[src/rtl/adder_timing_sequencer.sv]
// Measurement sequencer for the instrumented adder: holds operands, gates the ring/counter for a
// programmed window, waits for the count to settle, and returns count/sum over a valid/ready channel.
module adder_timing_sequencer #(
    parameter int WIDTH         = 32,
    parameter int WINDOW_W      = 16,
    parameter int SETTLE_CYCLES = 2,
    parameter int SYNC_CYCLES   = 2
) (
    input  logic                wb_clk_i,
    input  logic                wb_rst_i,
    input  logic                cmd_valid,
    output logic                cmd_ready,
    input  logic [WIDTH-1:0]    cmd_a,
    input  logic [WIDTH-1:0]    cmd_b,
    input  logic [WINDOW_W-1:0] cmd_window,
    output logic [WIDTH-1:0]    adder_a,
    output logic [WIDTH-1:0]    adder_b,
    output logic                ring_en,
    output logic                counter_en,
    output logic                counter_clr,
    input  logic [WIDTH-1:0]    counter_value,
    input  logic [WIDTH-1:0]    sum_in,
    output logic                res_valid,
    input  logic                res_ready,
    output logic [WIDTH-1:0]    res_count,
    output logic [WIDTH-1:0]    res_sum,
    output logic                res_sum_ok,
    output logic                res_sat,
    output logic                busy
);
    localparam int CNT_W = (WINDOW_W > 16) ? WINDOW_W : 16;
    localparam logic [CNT_W-1:0] ONE       = CNT_W'(1);
    // SETUP also covers the counter_clr cycle, so it lasts SETTLE_CYCLES + 1 cycles in total.
    localparam logic [CNT_W-1:0] SETTLE_LD = CNT_W'(SETTLE_CYCLES);
    localparam logic [CNT_W-1:0] SYNC_LD   = CNT_W'(SYNC_CYCLES - 1);

    typedef enum logic [2:0] {IDLE, SETUP, RUN, STOP, CAPTURE, RESULT} state_t;

    state_t              state_q, state_d;
    logic [CNT_W-1:0]    cnt_q, cnt_d;
    logic [WINDOW_W-1:0] win_q;
    logic [WIDTH-1:0]    golden;
    logic                cmd_fire;

    assign cmd_ready  = (state_q == IDLE);
    assign busy       = (state_q != IDLE);
    assign ring_en    = (state_q == RUN);
    assign counter_en = (state_q == RUN);
    assign res_valid  = (state_q == RESULT);
    assign cmd_fire   = cmd_valid & cmd_ready;
    assign golden     = adder_a + adder_b;

    always_comb begin
        state_d = state_q;
        cnt_d   = cnt_q;
        case (state_q)
            IDLE: begin
                if (cmd_valid) begin
                    state_d = SETUP;
                    cnt_d   = SETTLE_LD;
                end
            end
            SETUP: begin
                if (cnt_q == '0) begin
                    if (win_q == '0) begin
                        state_d = STOP;
                        cnt_d   = SYNC_LD;
                    end else begin
                        state_d = RUN;
                        cnt_d   = CNT_W'(win_q) - ONE;
                    end
                end else begin
                    cnt_d = cnt_q - ONE;
                end
            end
            RUN: begin
                if (cnt_q == '0) begin
                    state_d = STOP;
                    cnt_d   = SYNC_LD;
                end else begin
                    cnt_d = cnt_q - ONE;
                end
            end
            STOP: begin
                if (cnt_q == '0) state_d = CAPTURE;
                else             cnt_d   = cnt_q - ONE;
            end
            CAPTURE: state_d = RESULT;
            RESULT:  if (res_ready) state_d = IDLE;
            default: state_d = IDLE;
        endcase
    end

    always_ff @(posedge wb_clk_i) begin
        if (wb_rst_i) begin
            state_q     <= IDLE;
            cnt_q       <= '0;
            win_q       <= '0;
            adder_a     <= '0;
            adder_b     <= '0;
            counter_clr <= 1'b0;
            res_count   <= '0;
            res_sum     <= '0;
            res_sum_ok  <= 1'b0;
            res_sat     <= 1'b0;
        end else begin
            state_q     <= state_d;
            cnt_q       <= cnt_d;
            counter_clr <= cmd_fire;
            if (cmd_fire) begin
                adder_a <= cmd_a;
                adder_b <= cmd_b;
                win_q   <= cmd_window;
            end
            // counter_value is quasi-static here: the ring has been off for SYNC_CYCLES.
            if (state_q == CAPTURE) begin
                res_count  <= counter_value;
                res_sum    <= sum_in;
                res_sum_ok <= (sum_in == golden);
                res_sat    <= &counter_value;
            end
        end
    end
endmodule
[config.mk]
export PLATFORM = sky130hd
export DESIGN_NAME = adder_timing_sequencer
export DESIGN_NICKNAME = d
export VERILOG_FILES = /design/src/rtl/adder_timing_sequencer.sv
export SDC_FILE = /design/constraint.sdc
export NUM_CORES = 1
export LEC_CHECK = 0
export CAP_MARGIN = 15
export CORE_MARGIN = 2
export CORE_UTILIZATION = 45
export CTS_CLUSTER_DIAMETER = 40
export CTS_CLUSTER_SIZE = 14
export DETAILED_ROUTE_END_ITERATION = 7
export PLACE_DENSITY = 0.85
export REMOVE_ABC_BUFFERS = 1
export SYNTH_ARGS = -nofsm -noshare
export SYNTH_HDL_FRONTEND = slang
export SYNTH_SLANG_ARGS = --single-unit
[constraint.sdc]
create_clock -name wb_clk_i -period 5 [get_ports wb_clk_i]
set_input_delay 0.5 -clock wb_clk_i [delete_from_list [all_inputs] [get_ports wb_clk_i]]
set_output_delay 0.5 -clock wb_clk_i [all_outputs]
set_load 0.03 [all_outputs]
==> flow_summary_export.csv, run 1 <==
group,metric,value,unit
setup_path,end_kind,"flip-flop",
synth,synth.most_common_cell,"nand2_1",
grt,grt_pass1_vias,9215,
synth,synth.distinct_cells,73,
cells_and_area,n_antenna_cell,0,
synth,synth_ff_type,"dfxtp_1",
setup_path,reg2reg_to,"res_sum_ok$_SDFFE_PP0P_",
route,drc,0,
sta,maxSlewViolCount,0,
die,die_x,147,um
die,design.core.area,20100,um^2
pwr,clkPwrFrac,24.8,%
run,cap_violations,0,
setup_path,critPathKind,"flip-flop to flip-flop",
route,via_per_inst,5.58,
synth,syn-cell-area,9140,um^2
synth,synthArstFlopShare,0,%
pwr,ir_drop,0.285,mV
die,die_h,147,um
clocking,clk_latency,0.44,ns
die,initial_core_util,45.5,%
cells_and_area,regArea,3320,um^2
clocking,h-tree-depth,4,
grt,grt_overflow,0,
grt,track_usage,27.4,%
setup_path,worstReg2RegStart,"adder_a[0]$_SDFFE_PP0P_",
pwr,p_seq_share,29.8,%
sta,rsz0062_at_grt,"false",
die,die_area,21500,um^2
route,drt_iter0_drc,658,
route,num_vias,9732,
hold_path,min_from,"wb_rst_i",
sta,maxSlewHeadroom,42.4,%
cells_and_area,multiInputGateArea,5470,um^2
pwr,p_leak,4.55,nW
setup_path,crit_slowest_cell,"o21bai_1",
die,pin_count,284,
clocking,clkTransAtPathRegs,0.07,ns
cells_and_area,nets,1642,
cells_and_area,fill_cells,1727,
setup_path,reg2reg_depth,11,
sta,worst_hold_slack,0.367,ns
setup_path,path_cells,"ha_1, fa_1, a211oi_1, o31ai_1, o21bai_1, mux2_2, nor4_1, nand4_1, nor4_1, nand4_1, nand2_1",
route,routed_wl,30300,um
cells_and_area,drive_above_1_share,4.48,%
pwr,p_sw,2.30,mW
clocking,cts_buffers,17,
grt,grt_pass1_wl,47800,um
sta,worst_slew_pin_slew,0.865,ns
clocking,post_cts.repair.setup_buffers,0,
pwr,pwr-share-comb,45.4,%
synth,synth_largest_area_cell,"dfxtp_1",
clocking,cts_tree,"built",
synth,synth_area_leaders,"dfxtp_1 36%, nand2_1 14%, a21oi_1 10%, ha_1 4.5%, xnor2_1 4.3%",
hold_path,min_path_cells,2,
route,final_antenna_net_count,0,
clocking,ctsResizeCount,0,
sta,fin_crit_sh,68.9,%
grt,grt_max_degree,79,
outcome,status,"complete, no violations",
die,rows,52,
synth,ys_ff_latch,166,
setup_path,path_delay_family,"compound AO/OA/AOI/OAI gates",
hold_path,holdPathEnd,"adder_b[21]$_SDFFE_PP0P_",
sta,setup_viol,0,
setup_path,crit_buf_inv,0,
clocking,cts_num_sinks,166,
pwr,switching_share,41.2,%
place,io_buffers,283,
place,gp_congestion,0.960,
place,post-dp-hpwl,22500,um
sta,fin_crit,3.45,ns
clocking,cts_root_buffer,"clkbuf_16",
synth,synth_enable_flop_cells,0,
synth,synth_top_area_share,36.4,%
synth,yosysWarnings,0,
setup_path,slowest_delay,0.50,ns
route,routedWlPerCell,17.4,um
pwr,p_per_area,441,nW/um^2
grt,antenna_found_initial,0,
sta,max_clock_freq,0.290,GHz
sta,setup_tns,0,ns
setup_path,crit_arrival,3.83,ns
setup_path,required,5.38,ns
synth,synth_common_cells,"343 x nand2_1, 191 x a21oi_1, 166 x dfxtp_1",
cells_and_area,syn_to_final_growth,38.9,%
clocking,clock_path_buffers,2,
synth,syn_avg_cell_area,7.45,um^2
clocking,hold_buffers,0,
setup_path,ff2ff_setup_slack,1.55,ns
sta,clock-skew-final,0.00983,ns
setup_path,cp-start-kind,"flip-flop",
setup_path,critical_path.max_fanout,7,
sta,hold_viol,0,
hold_path,hp-class,"input pin to flip-flop",
synth,netlist_instances,1226,
route,firstDrtPassIters,5,
pwr,finalPower,5.60,mW
synth,ys_seq_area_share,36.4,%
pwr,p_int,3.29,mW
## worst max path at each step
stage | to | slack [ns] | depth (start not counted) | start
after floorplan | adder_a[0]$_SDFFE_PP0P_ | 1.88 | 4 | state_q[2]$_SDFFE_PP0P_
after global placement | res_sum_ok$_SDFFE_PP0P_ | 1.77 | 11 | adder_a[0]$_SDFFE_PP0P_
after detailed placement | res_sum_ok$_SDFFE_PP0P_ | 1.67 | 11 | adder_a[0]$_SDFFE_PP0P_
after CTS | res_sum_ok$_SDFFE_PP0P_ | 1.64 | 11 | adder_a[0]$_SDFFE_PP0P_
after global routing | res_sum_ok$_SDFFE_PP0P_ | 1.45 | 11 | adder_a[0]$_SDFFE_PP0P_
final | res_sum_ok$_SDFFE_PP0P_ | 1.55 | 11 | adder_a[0]$_SDFFE_PP0P_
## flip-flops by register name, summed over array words and instances (netlist names)
signal	cells
adder_a	32
adder_b	32
cnt_q	16
counter_clr	1
res_count	32
res_sat	1
res_sum	32
res_sum_ok	1
state_q	3
win_q	16
## cell usage in the layout (no fill, tap or decap), types with 12 or more instances in the layout
master,count
nand2_1,341
clkdlybuf4s50_1,282
a21oi_1,191
dfxtp_1,166
nor2_1,52
xnor2_1,45
ha_1,33
o21ai_0,28
xor2_1,22
nand4_1,22
nor3_1,20
nor4_1,18
clkbuf_16,17
inv_1,16
o22ai_1,13
o211ai_1,12
nand3_1,12
a22oi_1,12
## layer usage
metal | track usage (%) | up-vias | share of wire, %
met1 | 33.4 | 4500 | 42
met2 | 47.2 | 401 | 48
met3 | 6.19 | 79 | 6.6
met5 | 0 | - | 0
met4 | 10.7 | 0 | 3.3
li1 | - | 4752 | -
## power by group through the flow
stage	Clock (mW)	Combinational (mW)	Sequential, mW
after floorplan	0	1.51	1.85
after global placement	0	2.46	1.69
after detailed placement	0	2.50	1.69
after CTS	1.40	2.52	1.67
after global routing	1.46	2.75	1.69
final	1.39	2.54	1.67
## worst register-to-register path, stage by stage, from the launching register on
cell	delay (ns)
dfxtp_1	0.33
ha_1	0.23
fa_1	0.42
a211oi_1	0.33
o31ai_1	0.18
o21bai_1	0.50
mux2_2	0.40
nor4_1	0.27
nand4_1	0.12
nor4_1	0.36
nand4_1	0.16
nand2_1	0.09
## logic make-up (layout without fill, tap and decap cells)
logic type | after synthesis | count (layout) | synth area share, %
adder cells (fa/ha/maj) | 34 | 34 | 4.74
XOR/XNOR | 67 | 67 | 6.42
flip-flops | 166 | 166 | 36.4
AND/OR/NAND/NOR | 526 | 526 | 25.9
AO/OA/AOI/OAI | 337 | 337 | 22.2
buffers and inverters | 92 | 339 | 3.92
multiplexers | 4 | 4 | 0.452
## layout make-up
| type | count | share of cell area (%) |
|---|---|---|
| well taps | 270 | 2.66 |
| repair buffers | 291 | 22.8 |
| inverters | 16 | 0.473 |
| multi-input cells | 968 | 43.1 |
| clock inverters | 15 | 1.49 |
| flip-flops and latches | 166 | 26.2 |
| clock buffers | 17 | 3.35 |
## stage by stage
| stage | setup slack [ns] | utilization, % | instance area, um^2 | instances |
|---|---|---|---|---|
| 6_report | 1.55 | 63.1 | 12700 | 1743 |
| 5_1_grt | 1.45 | 63.1 | 12700 | 1743 |
| 4_1_cts | 1.64 | 63.1 | 12700 | 1743 |
| 3_5_place_dp | 1.67 | 60.1 | 12100 | 1711 |
| 3_3_place_gp | 1.77 | 60.1 | 12100 | 1711 |
| 2_1_floorplan | 1.88 | - | 8840 | 1150 |
(Power assumes the default switching activity.)
==> run 2: changes to the inputs <==
==> constraint.sdc (replaced) <==
create_clock -name wb_clk_i -period 3.43 [get_ports wb_clk_i]
set_input_delay 0.343 -clock wb_clk_i [delete_from_list [all_inputs] [get_ports wb_clk_i]]
set_output_delay 0.343 -clock wb_clk_i [all_outputs]
set_load 0.03 [all_outputs]
==> run 2 against run 1 <==
  * Global-route usage hardly changed
  * Design area is 0.54% higher
  * Critical path depth stayed put
  * Via count is 0.16% lower
  * Sequential power is 46% higher
  * Cell count is 0.29% higher
  * Clock power is 42% higher
  * Setup slack worse by 1.2 ns
  * Non-clock buffer count is 5 higher
==> flow_summary_export.csv, run 2 (same netlist as run 1, synthesis figures left out) <==
group,metric,value,unit
place,post-place-ws,0.353,ns
place,dp_cells,1716,
setup_path,cp-start-kind,"flip-flop",
sta,setup_tns,0,ns
pwr,p_per_area,639,nW/um^2
pwr,p_int,4.78,mW
grt,grt_max_degree,88,
die,die_h,147,um
cells_and_area,fill_cells,1679,
sta,worst_slew_pin_slew,0.937,ns
clocking,cts_num_sinks,166,
route,num_vias,9716,
cells_and_area,syn_to_final_growth,39.6,%
sta,fin_crit_sh,90.9,%
grt,grt_overflow,0,
setup_path,required,3.81,ns
setup_path,end_kind,"flip-flop",
cells_and_area,n_antenna_cell,0,
die,pin_count,284,
hold_path,hp-class,"input pin to flip-flop",
grt,track_usage,27.5,%
route,via_per_inst,5.56,
pwr,p_leak,4.60,nW
pwr,ir_drop,0.335,mV
sta,max_clock_freq,0.321,GHz
setup_path,critPathKind,"flip-flop to flip-flop",
sta,fin_crit,3.12,ns
route,routedWlPerCell,17.3,um
clocking,clock_path_buffers,2,
pwr,p_seq_share,29.8,%
setup_path,path_cells,"ha_1, fa_1, a211oi_1, o31ai_1, o21bai_1, mux2_2, nor4_1, nand4_1, nor4_1, nand4_1, nand2_1",
die,die_area,21500,um^2
sta,rsz0062_at_grt,"false",
setup_path,slowest_delay,0.41,ns
clocking,post_cts.repair.setup_buffers,0,
setup_path,path_delay_family,"simple AND/OR/NAND/NOR gates",
sta,clock-skew-final,0.0141,ns
die,design.core.area,20100,um^2
pwr,pwr-share-comb,46.0,%
clocking,hold_buffers,0,
cells_and_area,drive_above_1_share,4.80,%
outcome,status,"complete, no violations",
route,firstDrtPassIters,5,
grt,antenna_found_initial,0,
clocking,clkTransAtPathRegs,0.08,ns
sta,worst_slack,0.312,ns
route,routed.top_layer,"met4",
pwr,clkPwrFrac,24.2,%
cells_and_area,mostFrequentLayoutCell,"nand2_1",
place,post-dp-hpwl,22700,um
route,route.met2.wl,14600,um
pwr,p_sw,3.38,mW
grt,grt_pass1_vias,9393,
route,routed_wl,30200,um
clocking,cts_buffers,17,
clocking,clk_latency,0.43,ns
place,gp_congestion,0.992,
die,die_x,147,um
sta,setup_viol,0,
cells_and_area,layout_common_cells,"341 x nand2_1, 282 x clkdlybuf4s50_1, 191 x a21oi_1, 166 x dfxtp_1, 52 x nor2_1",
route,final_antenna_net_count,0,
setup_path,crit_slowest_cell,"fa_1",
clocking,h-tree-depth,4,
run,cap_violations,0,
grt,grt_pass1_wl,48100,um
setup_path,crit_buf_inv,0,
clocking,ctsResizeCount,0,
route,drt_iter0_drc,592,
pwr,finalPower,8.15,mW
pwr,switching_share,41.4,%
die,rows,52,
setup_path,critical_path.max_fanout,4,
setup_path,crit_arrival,3.50,ns
cells_and_area,nets,1647,
sta,maxSlewViolCount,0,
clocking,cts_root_buffer,"clkbuf_16",
die,initial_core_util,45.5,%
clocking,cts_tree,"built",
sta,maxSlewHeadroom,37.5,%
place,io_buffers,283,
route,drc,0,
cells_and_area,final_cells,1748,
sta,hold_viol,0,
route,m1WireLength,12500,um
route,dr_wl_met3,2260,um
-- run 2: area by class of cell --
class                   count  area [um^2]  area share (%)
multi-input cells         968         5470            42.8
flip-flops and latches    166         3320            26.0
repair buffers            296         2970            23.2
clock buffers              17          425            3.33
well taps                 270          338            2.65
clock inverters            15          183            1.43
inverters                  16         60.1           0.471
-- run 2: per-layer routing --
metal	up-vias	global-route usage, %
met5	-	0
met4	0	8.69
met3	56	6.88
met2	402	47.8
met1	4499	33.4
li1	4759	-
-- run 2: power groups by stage --
stage / Combinational, mW / Clock, mW / Sequential (mW)
after global routing: 4.06 / 2.09 / 2.47
after global placement: 3.63 / 0 / 2.45
after detailed placement: 3.69 / 0 / 2.47
after CTS: 3.72 / 2.00 / 2.43
after floorplan: 2.21 / 0 / 2.70
final: 3.75 / 1.97 / 2.43
-- run 2: worst paths after layout --
path	slack [ns]	cells after the start	from	endpoint
setup / recovery	0.31	11	adder_a[0]$_SDFFE_PP0P_	res_sum_ok$_SDFFE_PP0P_
hold / removal	0.45	3	cmd_b[28]	adder_b[28]$_SDFFE_PP0P_
setup reg to reg	0.31	11	adder_a[0]$_SDFFE_PP0P_	res_sum_ok$_SDFFE_PP0P_
hold reg to reg	0.45	2	res_count[8]$_SDFFE_PP0P_	res_count[8]$_SDFFE_PP0P_
-- run 2: tightest hold or removal path, cell delays in order --
cell and delay (ns):
clkdlybuf4s50_1 0.39, nand2_1 0.05, a21oi_1 0.05
-- run 2: per-stage QoR --
stage                     cell area [um^2]  hold slack (ns)  util (%)
after floorplan                       8840            0.405         -
after global placement               12200            0.441      60.4
after detailed placement             12200            0.446      60.4
after CTS                            12800            0.436      63.5
after global routing                 12800            0.453      63.5
final                                12800            0.454      63.5
==> run 3: changes to the inputs <==
--- a/config.mk
+++ b/config.mk
@@ -6,12 +6,14 @@
 export NUM_CORES = 1
 export LEC_CHECK = 0
 export CAP_MARGIN = 15
+export CORE_ASPECT_RATIO = 0.7
 export CORE_MARGIN = 2
-export CORE_UTILIZATION = 45
+export CORE_UTILIZATION = 40
 export CTS_CLUSTER_DIAMETER = 40
 export CTS_CLUSTER_SIZE = 14
 export DETAILED_ROUTE_END_ITERATION = 7
-export PLACE_DENSITY = 0.85
+export HOLD_SLACK_MARGIN = 0.03
+export PLACE_DENSITY = 0.77
 export REMOVE_ABC_BUFFERS = 1
 export SYNTH_ARGS = -nofsm -noshare
 export SYNTH_HDL_FRONTEND = slang
==> run 3 against run 2 <==
  * Sequential share of layout area fell by 0.074 points
  * Clock power fell by 3%
  * Global-route usage fell by 0.91 points
  * Cell count is 2.4% higher
  * Flip-flop and latch count did not move
  * Largest cell class unchanged
  * Combinational power up 2%
  * Critical path depth shrank 1
  * Critical path type unchanged
==> flow_summary_export.csv, run 3 (same netlist as run 1, synthesis figures left out) <==
group,metric,value,unit
sta,rsz0062_at_grt,"false",
hold_path,min_from,"wb_rst_i",
grt,grt_pass1_vias,8920,
grt,grt_max_degree,76,
run,cap_violations,0,
die,design.core.area,22600,um^2
cells_and_area,drive_above_1_share,4.74,%
cells_and_area,layout_common_cells,"341 x nand2_1, 282 x clkdlybuf4s50_1, 191 x a21oi_1, 166 x dfxtp_1, 52 x nor2_1",
setup_path,critPathKind,"flip-flop to flip-flop",
cells_and_area,n_antenna_cell,0,
clocking,post_cts.repair.setup_buffers,0,
setup_path,reg2reg_depth,10,
cells_and_area,fill_cells,2104,
grt,grt_overflow,0,
pwr,finalPower,8.16,mW
clocking,cts_num_sinks,166,
cells_and_area,regArea,3320,um^2
route,firstDrtPassIters,6,
sta,max_clock_freq,0.318,GHz
clocking,clk_latency,0.44,ns
place,gp_congestion,0.925,
route,num_vias,9798,
sta,setup_tns,0,ns
grt,track_usage,26.6,%
sta,setup_viol,0,
setup_path,worstReg2RegStart,"adder_a[3]$_SDFFE_PP0P_",
die,die_area,24100,um^2
die,rows,46,
grt,antenna_found_initial,1,
route,drc,0,
cells_and_area,multiInputGateArea,5470,um^2
place,post-place-ws,0.337,ns
pwr,p_per_area,638,nW/um^2
cells_and_area,design_area,12800,um^2
clocking,clock_path_buffers,2,
setup_path,required,3.81,ns
route,routedWlPerCell,18.2,um
sta,fin_crit_sh,91.6,%
place,io_buffers,283,
clocking,cts_tree,"built",
route,drt_iter0_drc,845,
grt,grt_pass1_wl,49500,um
cells_and_area,syn_to_final_growth,40.0,%
hold_path,min_path_cells,2,
place,dp_cells,1758,
sta,fin_crit,3.14,ns
outcome,status,"complete, no violations",
setup_path,cp-start-kind,"flip-flop",
die,pin_count,284,
sta,worst_slack,0.287,ns
cells_and_area,nets,1647,
clocking,hold_buffers,0,
clocking,ctsResizeCount,0,
route,via_per_inst,5.47,
pwr,ir_drop,0.410,mV
sta,worst_slew_pin_slew,0.953,ns
setup_path,critical_path.max_fanout,5,
cells_and_area,mostFrequentLayoutCell,"nand2_1",
setup_path,reg2reg_to,"res_sum_ok$_SDFFE_PP0P_",
sta,maxSlewHeadroom,36.2,%
clocking,clkTransAtPathRegs,0.07,ns
clocking,h-tree-depth,4,
hold_path,hp-class,"input pin to flip-flop",
hold_path,holdPathEnd,"res_count[11]$_SDFFE_PP0P_",
pwr,p_leak,4.58,nW
setup_path,crit_arrival,3.52,ns
route,routed_wl,32600,um
cells_and_area,final_cells,1790,
setup_path,end_kind,"flip-flop",
place,dpl-instance-area,12200,um^2
place,post-dp-hpwl,24300,um
die,die_h,130,um
sta,maxSlewViolCount,0,
clocking,cts_buffers,17,
setup_path,ff2ff_setup_slack,0.29,ns
clocking,cts_root_buffer,"clkbuf_16",
route,final_antenna_net_count,0,
die,initial_core_util,40.5,%
sta,hold_viol,0,
sta,clock-skew-final,0.0116,ns
die,die_x,185,um
run 3: how the worst max path moves through the flow:
stage	start	to	slack, ns	cells past startpoint
final	adder_a[3]$_SDFFE_PP0P_	res_sum_ok$_SDFFE_PP0P_	0.29	10
after global routing	adder_a[3]$_SDFFE_PP0P_	res_sum_ok$_SDFFE_PP0P_	0.04	10
after CTS	adder_a[0]$_SDFFE_PP0P_	res_sum_ok$_SDFFE_PP0P_	0.31	11
after detailed placement	adder_a[0]$_SDFFE_PP0P_	res_sum_ok$_SDFFE_PP0P_	0.34	11
after global placement	adder_a[4]$_SDFFE_PP0P_	res_sum_ok$_SDFFE_PP0P_	0.38	10
after floorplan	state_q[2]$_SDFFE_PP0P_	adder_a[0]$_SDFFE_PP0P_	0.31	4
run 3: area by class of cell:
type                    instances  share of cell area, %
clock inverters                10                  0.743
repair buffers                296                   23.3
clock buffers                  22                   3.78
multi-input cells             968                   42.7
inverters                      16                  0.469
well taps                     312                   3.05
flip-flops and latches        166                   26.0
run 3: report_power, final:
part	total [mW]	internal, mW	switching [mW]
Clock	1.91	1.08	0.832
Combinational	3.81	1.56	2.25
Sequential	2.44	2.17	0.272
run 3: critical path, cell delays in order (launching register included):
cell      delay [ns]
dfxtp_1         0.33
ha_1            0.34
and2_1          0.20
a221oi_2        0.41
a21oi_1         0.25
o21ai_0         0.58
nor3_1          0.13
a2111o_1        0.39
nor4_1          0.25
nand4_1         0.12
nand2_1         0.08
run 3: per-layer routing:
metal / vias to the layer above / global-route usage, % / routed length (um)
li1: 4764 / - / -
met1: 4555 / 38.2 / 15200
met2: 440 / 38.2 / 13400
met3: 37 / 8.48 / 3350
met4: 2 / 6.96 / 541
met5: - / 0 / 13
run 3: through the flow:
step	hold slack (ns)	util, %
after floorplan	0.405	-
after global placement	0.440	54.1
after detailed placement	0.446	54.1
after CTS	0.325	56.7
after global routing	0.334	56.7
final	0.340	56.7
